<file path="config.mk">
export PLATFORM = sky130hd
export DESIGN_NAME = gmii_tx_framer
export DESIGN_NICKNAME = d
export VERILOG_FILES = /design/src/rtl/gmii_tx_framer.sv
export SDC_FILE = /design/constraint.sdc
export NUM_CORES = 1
export LEC_CHECK = 0
export ABC_CLOCK_PERIOD_IN_PS = 2700
export CORE_ASPECT_RATIO = 1.2
export CORE_UTILIZATION = 45
export DETAILED_ROUTE_END_ITERATION = 6
export HOLD_SLACK_MARGIN = 0.02
export PLACE_DENSITY_LB_ADDON = 0.12
export REMOVE_ABC_BUFFERS = 1
export SYNTH_ARGS = -nofsm -noshare
export SYNTH_HDL_FRONTEND = slang
export SYNTH_SLANG_ARGS = --single-unit
export TNS_END_PERCENT = 100
</file>
<file path="constraint.sdc">
create_clock -name gmii_txc -period 2.7 [get_ports gmii_txc]
set_clock_uncertainty 0.15 [all_clocks]
set_input_delay 0.54 -clock gmii_txc [delete_from_list [all_inputs] [get_ports gmii_txc]]
set_output_delay 0.54 -clock gmii_txc [all_outputs]
set_load 0.02 [all_outputs]
</file>
<file path="src/rtl/gmii_tx_framer.sv">
// gmii_tx_framer: turns a byte stream into a GMII Ethernet frame
// (preamble, SFD, payload, zero pad, CRC32 FCS, inter-frame gap).
module gmii_tx_framer #(
  parameter int PREAMBLE_LEN = 7,
  parameter int MIN_FRAME = 60,
  parameter bit ENABLE_PAD = 1'b1,
  parameter int IFG_CYCLES = 12
) (
  input  logic       gmii_txc,
  input  logic       rst_n,
  input  logic [7:0] s_tdata,
  input  logic       s_tvalid,
  input  logic       s_tlast,
  output logic       s_tready,
  output logic       gmii_tx_en,
  output logic       gmii_tx_er,
  output logic [7:0] gmii_td,
  output logic       underrun
);
  typedef enum logic [3:0] {IDLE, PREAMBLE, SFD, DATA, PAD, FCS, ABORT, DROP, IFG} state_t;
  state_t state;
  logic [31:0] crc, crc_data, crc_zero;
  logic [15:0] bcnt, bcnt_inc, cnt;
  logic pad_more;
  function automatic logic [31:0] crc_byte(input logic [31:0] c, input logic [7:0] d);
    logic [31:0] r = c;
    for (int i = 0; i < 8; i++) r = (r[0] ^ d[i]) ? (r >> 1) ^ 32'hEDB88320 : r >> 1;
    return r;
  endfunction
  always_comb begin
    crc_data = crc_byte(crc, s_tdata);
    crc_zero = crc_byte(crc, 8'h00);
    bcnt_inc = &bcnt ? bcnt : bcnt + 16'd1;
    pad_more = ENABLE_PAD && (bcnt < 16'(MIN_FRAME));
  end
  always_ff @(posedge gmii_txc or negedge rst_n) begin
    if (!rst_n) begin
      state      <= IDLE;
      s_tready   <= 1'b0;
      gmii_tx_en <= 1'b0;
      gmii_tx_er <= 1'b0;
      gmii_td    <= 8'h00;
      underrun   <= 1'b0;
      crc        <= '1;
      bcnt       <= '0;
      cnt        <= '0;
    end else begin
      underrun   <= 1'b0;
      gmii_tx_er <= 1'b0;
      case (state)
        IDLE:
          if (s_tvalid) begin
            state      <= PREAMBLE;
            gmii_tx_en <= 1'b1;
            gmii_td    <= 8'h55;
            cnt        <= 16'd1;
            crc        <= '1;
            bcnt       <= '0;
          end
        PREAMBLE:
          if (cnt == 16'(PREAMBLE_LEN)) begin
            state    <= SFD;
            gmii_td  <= 8'hD5;
            s_tready <= 1'b1;
          end else cnt <= cnt + 16'd1;
        // DATA with s_tready low is the cycle showing the tlast byte; decide pad vs FCS there
        SFD, DATA, PAD:
          if (s_tready && s_tvalid) begin
            state    <= DATA;
            gmii_td  <= s_tdata;
            crc      <= crc_data;
            bcnt     <= bcnt_inc;
            s_tready <= !s_tlast;
          end else if (s_tready) begin
            state      <= ABORT;
            s_tready   <= 1'b0;
            gmii_tx_er <= 1'b1;
            gmii_td    <= 8'hFF;
            underrun   <= 1'b1;
          end else if (pad_more) begin
            state   <= PAD;
            gmii_td <= 8'h00;
            crc     <= crc_zero;
            bcnt    <= bcnt_inc;
          end else begin
            state   <= FCS;
            gmii_td <= ~crc[7:0];
            crc     <= (~crc) >> 8;
            cnt     <= 16'd1;
          end
        FCS:
          if (cnt == 16'd4) begin
            state      <= IFG;
            gmii_tx_en <= 1'b0;
            gmii_td    <= 8'h00;
            cnt        <= 16'd1;
          end else begin
            gmii_td <= crc[7:0];
            crc     <= crc >> 8;
            cnt     <= cnt + 16'd1;
          end
        ABORT: begin
          state      <= DROP;
          gmii_tx_en <= 1'b0;
          gmii_td    <= 8'h00;
          s_tready   <= 1'b1;
        end
        DROP:
          if (s_tvalid && s_tlast) begin
            state    <= IFG;
            s_tready <= 1'b0;
            cnt      <= 16'd1;
          end
        IFG:
          if (cnt >= 16'(IFG_CYCLES)) state <= IDLE;
          else cnt <= cnt + 16'd1;
        default: state <= IDLE;
      endcase
    end
  end
endmodule

</file>
Word level (Yosys, flattened, before mapping):

Cells that the tools add are included.

* register bits after elaboration: 79
* word-level logic and storage cells: 142
* output and inout port bits: 12
* input port bits: 12

* equal/unequal tests: 23
* add/subtract/negate cells: 2
* muxes and demuxes: 63
* reductions and logical operators: 19
* order comparisons: 2
* bitwise gates (word level): 25

Operator list (count)
* two-way mux 32 bit: 21
* NOT 13 -> 14 bit: 15
* two-way mux 16 bit: 13
* case mux 16 bit (6 select lines): 1
* case mux 32 bit (3 select lines): 1
* two-way mux 8 bit: 6
* case mux 8 bit (5 select lines): 1
* adder 16 x 1 -> 16 bit, second input constant: 2
* equality test 16 x 3 -> 1 bit, second input constant: 2
* NOT 32 bit: 1
* case mux 16 bit (2 select lines): 1
* case mux 4 bit (7 select lines): 1
* != test 2 bit, second input constant: 11
* two-way mux 4 bit: 5
* equality test 4 x 3 -> 1 bit, second input constant: 4
* greater-or-equal comparator 16 x 4 -> 1 bit, second input constant: 1
* < comparator 16 x 6 -> 1 bit, second input constant: 1
* AND reduction 16 bit: 1
* two-way mux 1 bit: 9
* AND reduction 3 bit: 3
* equality test 4 x 2 -> 1 bit, second input constant: 2
* NOT 8 bit: 1
* AND reduction 4 bit: 2
* AND reduction 8 bit: 1
* other kinds (18): 28

Depth between registers and ports, before layout:

Gate-level depths: netlist of the first run.

* depth in word-level cells: 20
* mapped depth: 10
* gate-level depth less buffers: 9

Worst setup path before layout of the first run:

Ideal clock, no wire load.

* path type: register to register
* start: register cnt[7]
* end: register cnt[14]
* arrival time: 2.274 ns
* buffers on the path: 2
* stages on the path, launching flop included: 9
* required time: 2.417 ns
* period minus slack after synthesis: 2.557 ns
* path slack: 0.143 ns
* library setup time: 0.133 ns
* cells stage by stage: dfrtp_1 or4_1 nor4_4 o21ai_1 or3_1 buf_2 buf_6 o21ai_1 o31ai_1

* cells in the longest elaborated chain, start to end: 3
* elaborated cells on any way between the ends: 11
* classes of those cells: add/sub: 1; order compare: 1; eq/ne: 4; mux: 4; reduce/logical: 1

RTL lines
* start: declaration: line 23 `logic [15:0] bcnt, bcnt_inc, cnt;`
* start signal: assignment: line 65 `end else cnt <= cnt + 16'd1;`
* start signal: assignment: line 100 `cnt <= cnt + 16'd1;`
* start signal: assignment: line 116 `else cnt <= cnt + 16'd1;`
* adder 16 x 1 -> 16 bit, or another cell as far along: line 65, 100, 116
* two-way mux 16 bit, or another cell as far along: line 115 `if (cnt >= 16'(IFG_CYCLES)) state <= IDLE;`
* case mux 16 bit (6 select lines) / AND reduction 8 bit (equally long branches)

Several ways; a longest one is shown, not always the timed one. The select of a mux whose other input is x is not followed.
A chain may end at the register's enable or synchronous reset.

Worst setup path in the final report of the first run:

* start: register cnt[13]
* end: register cnt[4]

* cells in the longest elaborated chain, start to end: 3
* elaborated cells on any way between the ends: 8
* classes of those cells: order compare: 1; eq/ne: 4; mux: 2; reduce/logical: 1

RTL lines (line)
* greater-or-equal comparator 16 x 4 -> 1 bit, or another cell as far along: 115
* != test 2 bit (no line) / two-way mux 16 bit (equally long branches)
* AND reduction 8 bit (no line) / case mux 16 bit (6 select lines) (equally long branches)

Several ways; a longest one is shown, not always the timed one.

==> impl_metrics.csv, run 1 <==
group,metric,value,unit
finish,fin_cells,963,
placement,pre_cts_ws,-0.177,ns
synth,synth_area,5930,um2
synth,synth_fa_ha_area_frac,0.00633,
sta,tightest_slew,0.826,ns
synth,netlist_instances,707,
setup_path,cp_max_fo,9,
routing,drtIter0Drc,350,
setup_path,r2r_slack,0.15,ns
sta,min_period,2.55,ns
synth,ys_types,68,
synth,ys_ff_latch,79,
synth,synth_top_area_cell,"dfrtp_1",
sta,slew_viol_final,0,
floorplan,die_x,107,um
flow_run,maxCapViolCount,0,
routing,viasPerCell,5.97,
global_routing,grt_first_pass_wirelength,30800,um
floorplan,start_util,0.464,
clock_tree,clock-sinks,79,
sta,setup_viol,0,
clock_tree,worstSkewPairLatency,0.35,ns
finish,area_growth,23.9,%
floorplan,die_area,13600,um2
synth,ys.flop_type,"dfrtp_1",
setup_path,crit_required,2.77,ns
clock_tree,cts.root.buffer_cell,"clkbuf_16",
floorplan,io-pin-count,24,
finish,final_nets,809,
setup_path,cp.arrival,2.62,ns
synth,synth_edf_count,0,
synth,yosys.area_share.simple,0.209,
power,p_leak,2.94,nW
clock_tree,cts_buffers,9,
setup_path,end_kind,"register",
global_routing,antenna_found_initial,0,
sta,maxClockFrequency,392,MHz
setup_path,start_kind,"register",
sta,fin_tns_setup,0,ns
setup_path,critPathKind,"reg -> reg",
finish,fin_area,7350,um2
placement,place_congestion,0.945,
placement,dp_cells,946,
sta,hold_viol_final,0,
floorplan,core,12800,um2
sta,fin_ws,0.148,ns
finish,fin_util,0.575,
placement,placed_area,6980,um2
floorplan,num_rows,45,
finish,insertedDiodeCount,0,
sta,min_period_over_period,0.945,
power,ir_worst_vdd,0.757,mV
routing,firstDrtPassIters,6,
synth,synth_area_leaders,"dfrtp_1, dfstp_2, xnor2_1, nor2_1, nand2_1",
outcome,status,"complete, no violations",
routing,antenna_left,0,
placement,portBuffers,23,
synth,synth_area_per_cell,8.39,um2
clock_tree,cts.htree.levels,3,
synth,synthArstFlopShare,1.00,
placement,dp_hpwl,13800,um
sta,hold_slack,0.331,ns
routing,wl_per_cell,19.6,um
power,p_per_area,1630,nW/um2
power,p_total,12.0,mW
synth,synthMuxAreaShare,0.0175,
global_routing,grt_max_degree,68,
synth,synth_top_family_by_area,"compound AO/OA/AOI/OAI gates",
routing,drcViolationCount,0,
worst_hold_path,min_path_type,"reg -> reg",
global_routing,grt_pass1_vias,5898,
synth,synth_compound_area_frac,0.222,
synth,synth_top_area_frac,0.198,
floorplan,die_y,128,um
sta,rsz0062_at_grt,"no",
clock_tree,clock_path_buffers,2,
routing,routed_wl,18900,um
synth,synth_xor_area_frac,0.161,
synth,ys_seq_area_frac,0.340,
sta,slew_headroom,0.444,
routing,dr_total_vias,5752,
synth,yosys_warnings,0,
finish,final_layout_size_suffix_gt1_frac,0.215,
global_routing,grt_usage,0.292,
global_routing,grt-ovfl-total,0,
clock_tree,cts_tree,"done",
clock_tree,cts.clk_slew.worst_paths,0.06,ns
## cell type report
cell class / instances / area [um2]
fillers: 1121 / 5430
multi-input cells: 567 / 3700
flip-flops and latches: 79 / 2020
repair buffers: 122 / 1050
clock buffers: 10 / 229
well taps: 164 / 205
clock inverters: 6 / 85.1
inverters: 15 / 56.3
## synthesized netlist by cell type (4+ instances only)
| cell | count |
|---|---|
| clkbuf_1 | 23 |
| nand2b_1 | 10 |
| mux2i_1 | 7 |
| nand2_1 | 68 |
| o21a_1 | 10 |
| nor2b_1 | 7 |
| and3_1 | 8 |
| o21ai_1 | 11 |
| nand3b_1 | 5 |
| o221ai_1 | 16 |
| dfrtp_1 | 47 |
| o31ai_1 | 15 |
| o211ai_1 | 5 |
| nand4_1 | 7 |
| or3_1 | 5 |
| o22ai_1 | 7 |
| xnor2_1 | 80 |
| and4_1 | 4 |
| o41ai_1 | 4 |
| nor2_1 | 84 |
| a21oi_1 | 28 |
| buf_1 | 7 |
| nand3_1 | 24 |
| dfstp_2 | 32 |
| a31oi_1 | 19 |
| inv_1 | 14 |
| a21o_1 | 7 |
| and2_1 | 4 |
| o21ai_0 | 41 |
| buf_2 | 12 |
| xor2_1 | 24 |
| nor3_1 | 13 |
## worst paths after layout
check	cells past startpoint	to	start
min in group asynchronous	2	gmii_td[2]	rst_n
max reg2reg	7	cnt[4]	cnt[13]
max	7	cnt[4]	cnt[13]
min	1	cnt[15]	cnt[15]
max in group asynchronous	3	crc[15]	rst_n
min reg2reg	1	cnt[15]	cnt[15]
## what timing repair did
action | CTS | global route
endpoints found under the hold margin | 1 | 0
hold buffers | 1 | 0
endpoints found under the setup margin | 0 | 31
resized for setup | 0 | 11
setup buffers | 0 | 0
## power breakdown
group | internal (mW) | switching, mW | total, mW
Sequential | 1.76 | 0.523 | 2.29
Combinational | 3.91 | 4.43 | 8.34
Clock | 0.808 | 0.524 | 1.33
Total | 6.48 | 5.48 | 12.0
## registers in the layout, summed over array words and instances (netlist names)
name        flops
gmii_td         8
bcnt           16
crc            32
cnt            16
s_tready        1
state           4
gmii_tx_en      1
underrun        1
## routing by layer
layer / GRT usage / up-vias / wire [um] / share of wire
met5: 0 / - / 0 / 0
met4: 0.148 / 0 / 854 / 0.045
met3: 0.0300 / 52 / 991 / 0.053
met2: 0.503 / 221 / 9250 / 0.49
met1: 0.361 / 2781 / 7780 / 0.41
li1: - / 2698 / - / -
## worst max-delay path, stage by stage, from the launching register on
cell	delay [ns]
dfrtp_1	0.39
or4_4	0.59
nor4_4	0.32
o21ai_1	0.10
or3_1	0.40
buf_4	0.19
o21ai_0	0.19
o31ai_1	0.10
## logic make-up after synthesis
| family | after synthesis |
|---|---|
| flip-flops | 79 |
| AO/OA/AOI/OAI | 193 |
| multiplexers | 10 |
| XOR/XNOR | 106 |
| adder cells (fa/ha/maj) | 3 |
| AND/OR/NAND/NOR | 255 |
| buffers and inverters | 61 |
## layout by cell type, fill, tap and decap left out, drive strengths merged, types with 6 or more instances in the layout
master	synthesis	routed
clkbuf	23	10
o22ai	7	7
a21oi	28	28
buf	23	99
nor3	14	14
dfrtp	47	47
o21ai	52	52
o221ai	16	16
o21a	10	10
nand3	24	24
nor2b	7	7
dfstp	32	32
nand4	7	7
o31ai	16	16
a31oi	19	19
nand2b	10	10
xor2	24	24
nand2	68	68
a21o	7	7
nor4	6	6
mux2i	7	7
xnor2	80	80
and3	8	8
clkdlybuf4s50	0	22
inv	14	14
nor2	85	85
Note: power is estimated with default switching activity, not from simulation.
==> run 2: changes to the inputs <==
- CORE_ASPECT_RATIO: 1.2 -> 0.5
==> run 2 against run 1 <==
Utilization fell by 0.88 points. Combinational power fell by 5.3%. Power fell by 5.1%. Sequential cell count did not move. Register-to-register slack barely moved. Sequential share of layout area rose by 0.45 points. Largest cell class unchanged.
==> impl_metrics.csv, run 2 (synthesis gave the netlist of run 1 again) <==
group,metric,value,unit
outcome,status,"complete, no violations",
global_routing,met3_usage,0.0480,
setup_path,cp_max_fo,17,
finish,final_cell_mix,"nor2_1, buf_4, xnor2_1, nand2_1, dfrtp_1",
setup_path,r2r_end,"cnt[2]",
finish,top_regs,"crc: 32 flops, bcnt: 16 flops, cnt: 16 flops",
global_routing,antenna_found_initial,0,
routing,antenna_left,0,
sta,slew_headroom,0.450,
global_routing,grt_usage,0.265,
sta,rsz0062_at_grt,"no",
placement,portBuffers,23,
sta,min_period_over_period,0.943,
setup_path,start_kind,"register",
placement,place_congestion,0.929,
floorplan,die_y,83.2,um
finish,largest_reg_flops,32,
sta,hold_slack,0.348,ns
setup_path,cpPeakStageDelay,0.60,ns
finish,insertedDiodeCount,0,
sta,slew_viol_final,0,
global_routing,grt_first_pass_wirelength,28100,um
setup_path,critPathKind,"reg -> reg",
sta,min_period,2.55,ns
finish,fin_cells,959,
sta,fin_tns_setup,0,ns
setup_path,path_buf_inv,1,
floorplan,num_rows,29,
clock_tree,cts_buffers,9,
worst_hold_path,hp-start,"crc[21]",
setup_path,crit_chain,"or4_4 -> nor4_4 -> o21ai_1 -> or3_1 -> buf_4 -> o21ai_0 -> o21ai_0",
routing,viasPerCell,5.82,
floorplan,start_util,0.464,
placement,dp_hpwl,12600,um
clock_tree,cts_tree,"done",
sta,maxClockFrequency,393,MHz
setup_path,path_common_cell,"o21ai_0",
global_routing,grt_pass1_vias,5325,
clock_tree,cts.htree.levels,3,
finish,final_nets,799,
finish,area_growth,21.9,%
routing,wl_per_cell,18.1,um
global_routing,grt_use_met1,0.384,
setup_path,path_delay_family,"simple AND/OR/NAND/NOR gates",
worst_hold_path,worstHoldEndpoint,"crc[13]",
setup_path,crit_required,2.77,ns
global_routing,gr-usage-met2,0.405,
routing,firstDrtPassIters,6,
routing,drtIter0Drc,494,
worst_hold_path,min_path_type,"reg -> reg",
setup_path,r2r_start,"cnt[13]",
floorplan,io-pin-count,24,
finish,final_layout_size_suffix_gt1_frac,0.204,
setup_path,r2r_slack,0.15,ns
global_routing,grt-ovfl-total,0,
sta,tightest_slew,0.824,ns
clock_tree,clock_path_buffers,2,
placement,dp_cells,941,
setup_path,cp.arrival,2.61,ns
clock_tree,clock-sinks,79,
routing,routed_wl,17300,um
routing,dr_total_vias,5584,
flow_run,maxCapViolCount,0,
power,ir_worst_vdd,0.654,mV
clock_tree,cts.clk_slew.worst_paths,0.06,ns
worst_hold_path,hold-path-cell-count,2,
sta,setup_viol,0,
setup_path,reg2regPathDepth,7,
power,p_leak,2.88,nW
finish,top_register,"crc",
floorplan,core,12800,um2
clock_tree,worstSkewPairLatency,0.34,ns
setup_path,end_kind,"register",
floorplan,die_x,164,um
power,p_per_area,1570,nW/um2
setup_path,cp_slowest_cell,"or4_4",
global_routing,busiest_layer,"met2",
clock_tree,cts.root.buffer_cell,"clkbuf_16",
global_routing,grt_max_degree,44,
floorplan,die_area,13700,um2
sta,hold_viol_final,0,
routing,drcViolationCount,0,
[run 2: worst max path at each step]
| stage | from | to | slack (ns) | depth (start not counted) |
|---|---|---|---|---|
| final | cnt[13] | cnt[2] | 0.15 | 7 |
| after global routing | bcnt[14] | crc[8] | 0.008 | 7 |
| after CTS | bcnt[14] | crc[8] | 0.004 | 7 |
| after detailed placement | s_tdata[7] | crc[24] | -0.1 | 7 |
| after global placement | s_tdata[7] | crc[21] | -0.08 | 8 |
| after floorplan | state[2] | crc[3] | -0.85 | 6 |
[run 2: routing by layer]
metal | wire, um | share of wire | up-vias
li1 | - | - | 2688
met1 | 8320 | 0.48 | 2703
met2 | 7700 | 0.44 | 167
met3 | 983 | 0.057 | 26
met4 | 334 | 0.019 | 0
met5 | 0 | 0 | -
[run 2: layout make-up]
cell class	count	area [um2]
Tap cell	170	213
Timing Repair Buffer	112	961
Multi-Input combinational cell	567	3690
Clock inverter	7	63.8
Sequential cell	79	2020
Fill cell	1154	5540
Clock buffer	9	225
Inverter	15	56.3
[run 2: timing repair]
action / in CTS / in global routing
buffers inserted: 0 / 1
hold endpoints to repair: 2 / 0
gates resized for setup: 0 / 8
hold buffers: 1 / 0
setup endpoints to repair: 0 / 21
[run 2: worst reg2reg max path: stages, from the launching register on]
cell and delay (ns):
dfrtp_1 0.39, or4_4 0.60, nor4_4 0.32, o21ai_1 0.10, or3_1 0.37, buf_4 0.21, o21ai_0 0.18, o21ai_0 0.10
[run 2: power by group]
part | switching, mW | leakage [nW] | total [mW] | internal [mW]
registers | 0.475 | 0.961 | 2.24 | 1.76
logic | 4.26 | 1.78 | 7.90 | 3.64
clock network | 0.501 | 0.139 | 1.21 | 0.708
total | 5.23 | 2.88 | 11.4 | 6.12
[run 2: per-stage QoR]
stage                     worst slack (ns)   util  area, um2  total power [mW]
after floorplan                     -0.854      -       5730              7.29
after global placement             -0.0843  0.539       6890              9.97
after detailed placement           -0.0993  0.539       6890              10.0
after CTS                          0.00449  0.563       7190              11.3
after global routing               0.00843  0.566       7230              12.2
final                                0.154  0.566       7230              11.4
==> run 3: changes to the inputs <==
- CORE_MARGIN: default -> 10
- CORE_UTILIZATION: 45 -> 55
==> run 3 against run 2 <==
Die area increased by 14%. Worst setup slack got worse by 0.0060 ns. Utilization up 13 points. Combinational power increased by 1%. Register-to-register slack barely moved. Sequential cell count is the same.
==> impl_metrics.csv, run 3 (synthesis gave the netlist of run 1 again) <==
group,metric,value,unit
global_routing,grt_pass1_vias,5292,
global_routing,grt-ovfl-total,0,
clock_tree,clock_path_buffers,2,
setup_path,cp.arrival,2.69,ns
sta,slew_headroom,0.535,
routing,dr_total_vias,5632,
flow_run,maxCapViolCount,0,
routing,drt-met1-wl,7920,um
routing,wl_met3,1280,um
routing,drtIter0Drc,548,
global_routing,grt_usage,0.223,
routing,viasPerCell,6.06,
finish,fin_util,0.696,
setup_path,path_buf_inv,1,
floorplan,die_area,15600,um2
routing,wl_per_cell,18.8,um
clock_tree,cts.root.buffer_cell,"clkbuf_16",
worst_hold_path,hp-start,"gmii_td[7]",
routing,wl_met2,7980,um
finish,top_regs,"crc: 32 flops, bcnt: 16 flops, cnt: 16 flops",
floorplan,core,10400,um2
finish,final_nets,799,
placement,portBuffers,23,
global_routing,grt_first_pass_wirelength,28500,um
sta,fin_ws,0.148,ns
floorplan,io-pin-count,24,
routing,highest_layer,"met4",
placement,dp_hpwl,12600,um
floorplan,num_rows,26,
finish,final_common_cell,"nor2_1",
floorplan,die_x,167,um
sta,tightest_slew,0.696,ns
setup_path,end_kind,"register",
clock_tree,cts_buffers,9,
setup_path,crit_chain,"nor4_1 -> nand4_1 -> nor2_1 -> buf_4 -> nand2_1 -> o221ai_1 -> o21a_1",
sta,min_period_over_period,0.945,
finish,final_layout_size_suffix_gt1_frac,0.205,
placement,pre_cts_ws,-0.103,ns
setup_path,critPathKind,"reg -> reg",
setup_path,cp-startpoint,"bcnt[9]",
sta,min_period,2.55,ns
power,ir_worst_vdd,0.633,mV
setup_path,start_kind,"register",
routing,antenna_left,0,
routing,routed_wl,17500,um
finish,top_register,"crc",
setup_path,r2r_start,"bcnt[9]",
global_routing,antenna_found_initial,0,
global_routing,grt_max_degree,48,
finish,area_growth,21.7,%
finish,largest_reg_flops,32,
floorplan,die_y,93.4,um
finish,insertedDiodeCount,0,
sta,hold_viol_final,0,
power,p_per_area,1590,nW/um2
finish,final_cell_mix,"nor2_1, buf_4, xnor2_1, nand2_1, dfrtp_1",
finish,fin_area,7220,um2
power,p_total,11.5,mW
floorplan,start_util,0.572,
sta,setup_viol,0,
placement,place_congestion,0.961,
placement,placed_area,6880,um2
clock_tree,worstSkewPairLatency,0.34,ns
sta,maxClockFrequency,392,MHz
setup_path,cp_slowest_cell,"dfrtp_1",
worst_hold_path,min_path_type,"reg -> reg",
setup_path,cpPeakStageDelay,0.41,ns
clock_tree,clock-sinks,79,
sta,slew_viol_final,0,
clock_tree,cts_tree,"done",
routing,firstDrtPassIters,5,
outcome,status,"complete, no violations",
setup_path,crit_required,2.84,ns
clock_tree,cts.clk_slew.worst_paths,0.06,ns
setup_path,path_delay_family,"simple AND/OR/NAND/NOR gates",
routing,drcViolationCount,0,
sta,rsz0062_at_grt,"no",
clock_tree,cts.htree.levels,3,
setup_path,cp_max_fo,6,
power,p_leak,2.89,nW
-- run 3: report_power, final --
part           internal (mW)  total, mW  switching, mW
sequential              1.76       2.24          0.475
combinational           3.66       8.00           4.34
clock                  0.716       1.25          0.533
total                   6.14       11.5           5.34
-- run 3: metal layers --
| metal | up-vias | track usage |
|---|---|---|
| met2 | 208 | 0.360 |
| met4 | 0 | 0.0669 |
| met3 | 32 | 0.0451 |
| met1 | 2701 | 0.297 |
| li1 | 2691 | - |
| met5 | - | 0 |
-- run 3: area by class of cell --
| type | instances | area, um2 |
|---|---|---|
| fillers | 879 | 3160 |
| flip-flops and latches | 79 | 2020 |
| inverters | 15 | 56.3 |
| multi-input cells | 567 | 3690 |
| clock inverters | 7 | 73.8 |
| clock buffers | 9 | 225 |
| repair buffers | 112 | 986 |
| well taps | 140 | 175 |
-- run 3: worst register-to-register path, delay by kind of cell (launching register included) --
kind	cells	cell delay [ns]
AND/OR/NAND/NOR	4	1.21
AO/OA/AOI/OAI	2	0.52
flip-flops	1	0.41
buffers and inverters	1	0.20
-- run 3: worst paths after layout --
| path | end | slack (ns) | cells past startpoint |
|---|---|---|---|
| max | crc[28] | 0.15 | 7 |
| min | gmii_td[7] | 0.35 | 1 |
| max reg2reg | crc[28] | 0.15 | 7 |
| min reg2reg | gmii_td[7] | 0.35 | 1 |
| max in group asynchronous | crc[3] | 1.22 | 3 |
| min in group asynchronous | s_tready | 0.54 | 2 |
-- run 3: timing repair --
| item | CTS | global route |
|---|---|---|
| setup buffers | 0 | 1 |
| endpoints found under the hold margin | 10 | 0 |
| hold buffers | 1 | 0 |
| endpoints found under the setup margin | 0 | 32 |
| gates resized for setup | 0 | 7 |
-- run 3: metrics by stage --
step | hold slack, ns | TNS, ns | std cells
global placement | 0.325 | -0.201 | 911
detailed placement | 0.332 | -0.869 | 911
global route | 0.369 | 0 | 929
floorplan | 0.0944 | -18.78 | 661
CTS | 0.349 | 0 | 928
finish | 0.346 | 0 | 929
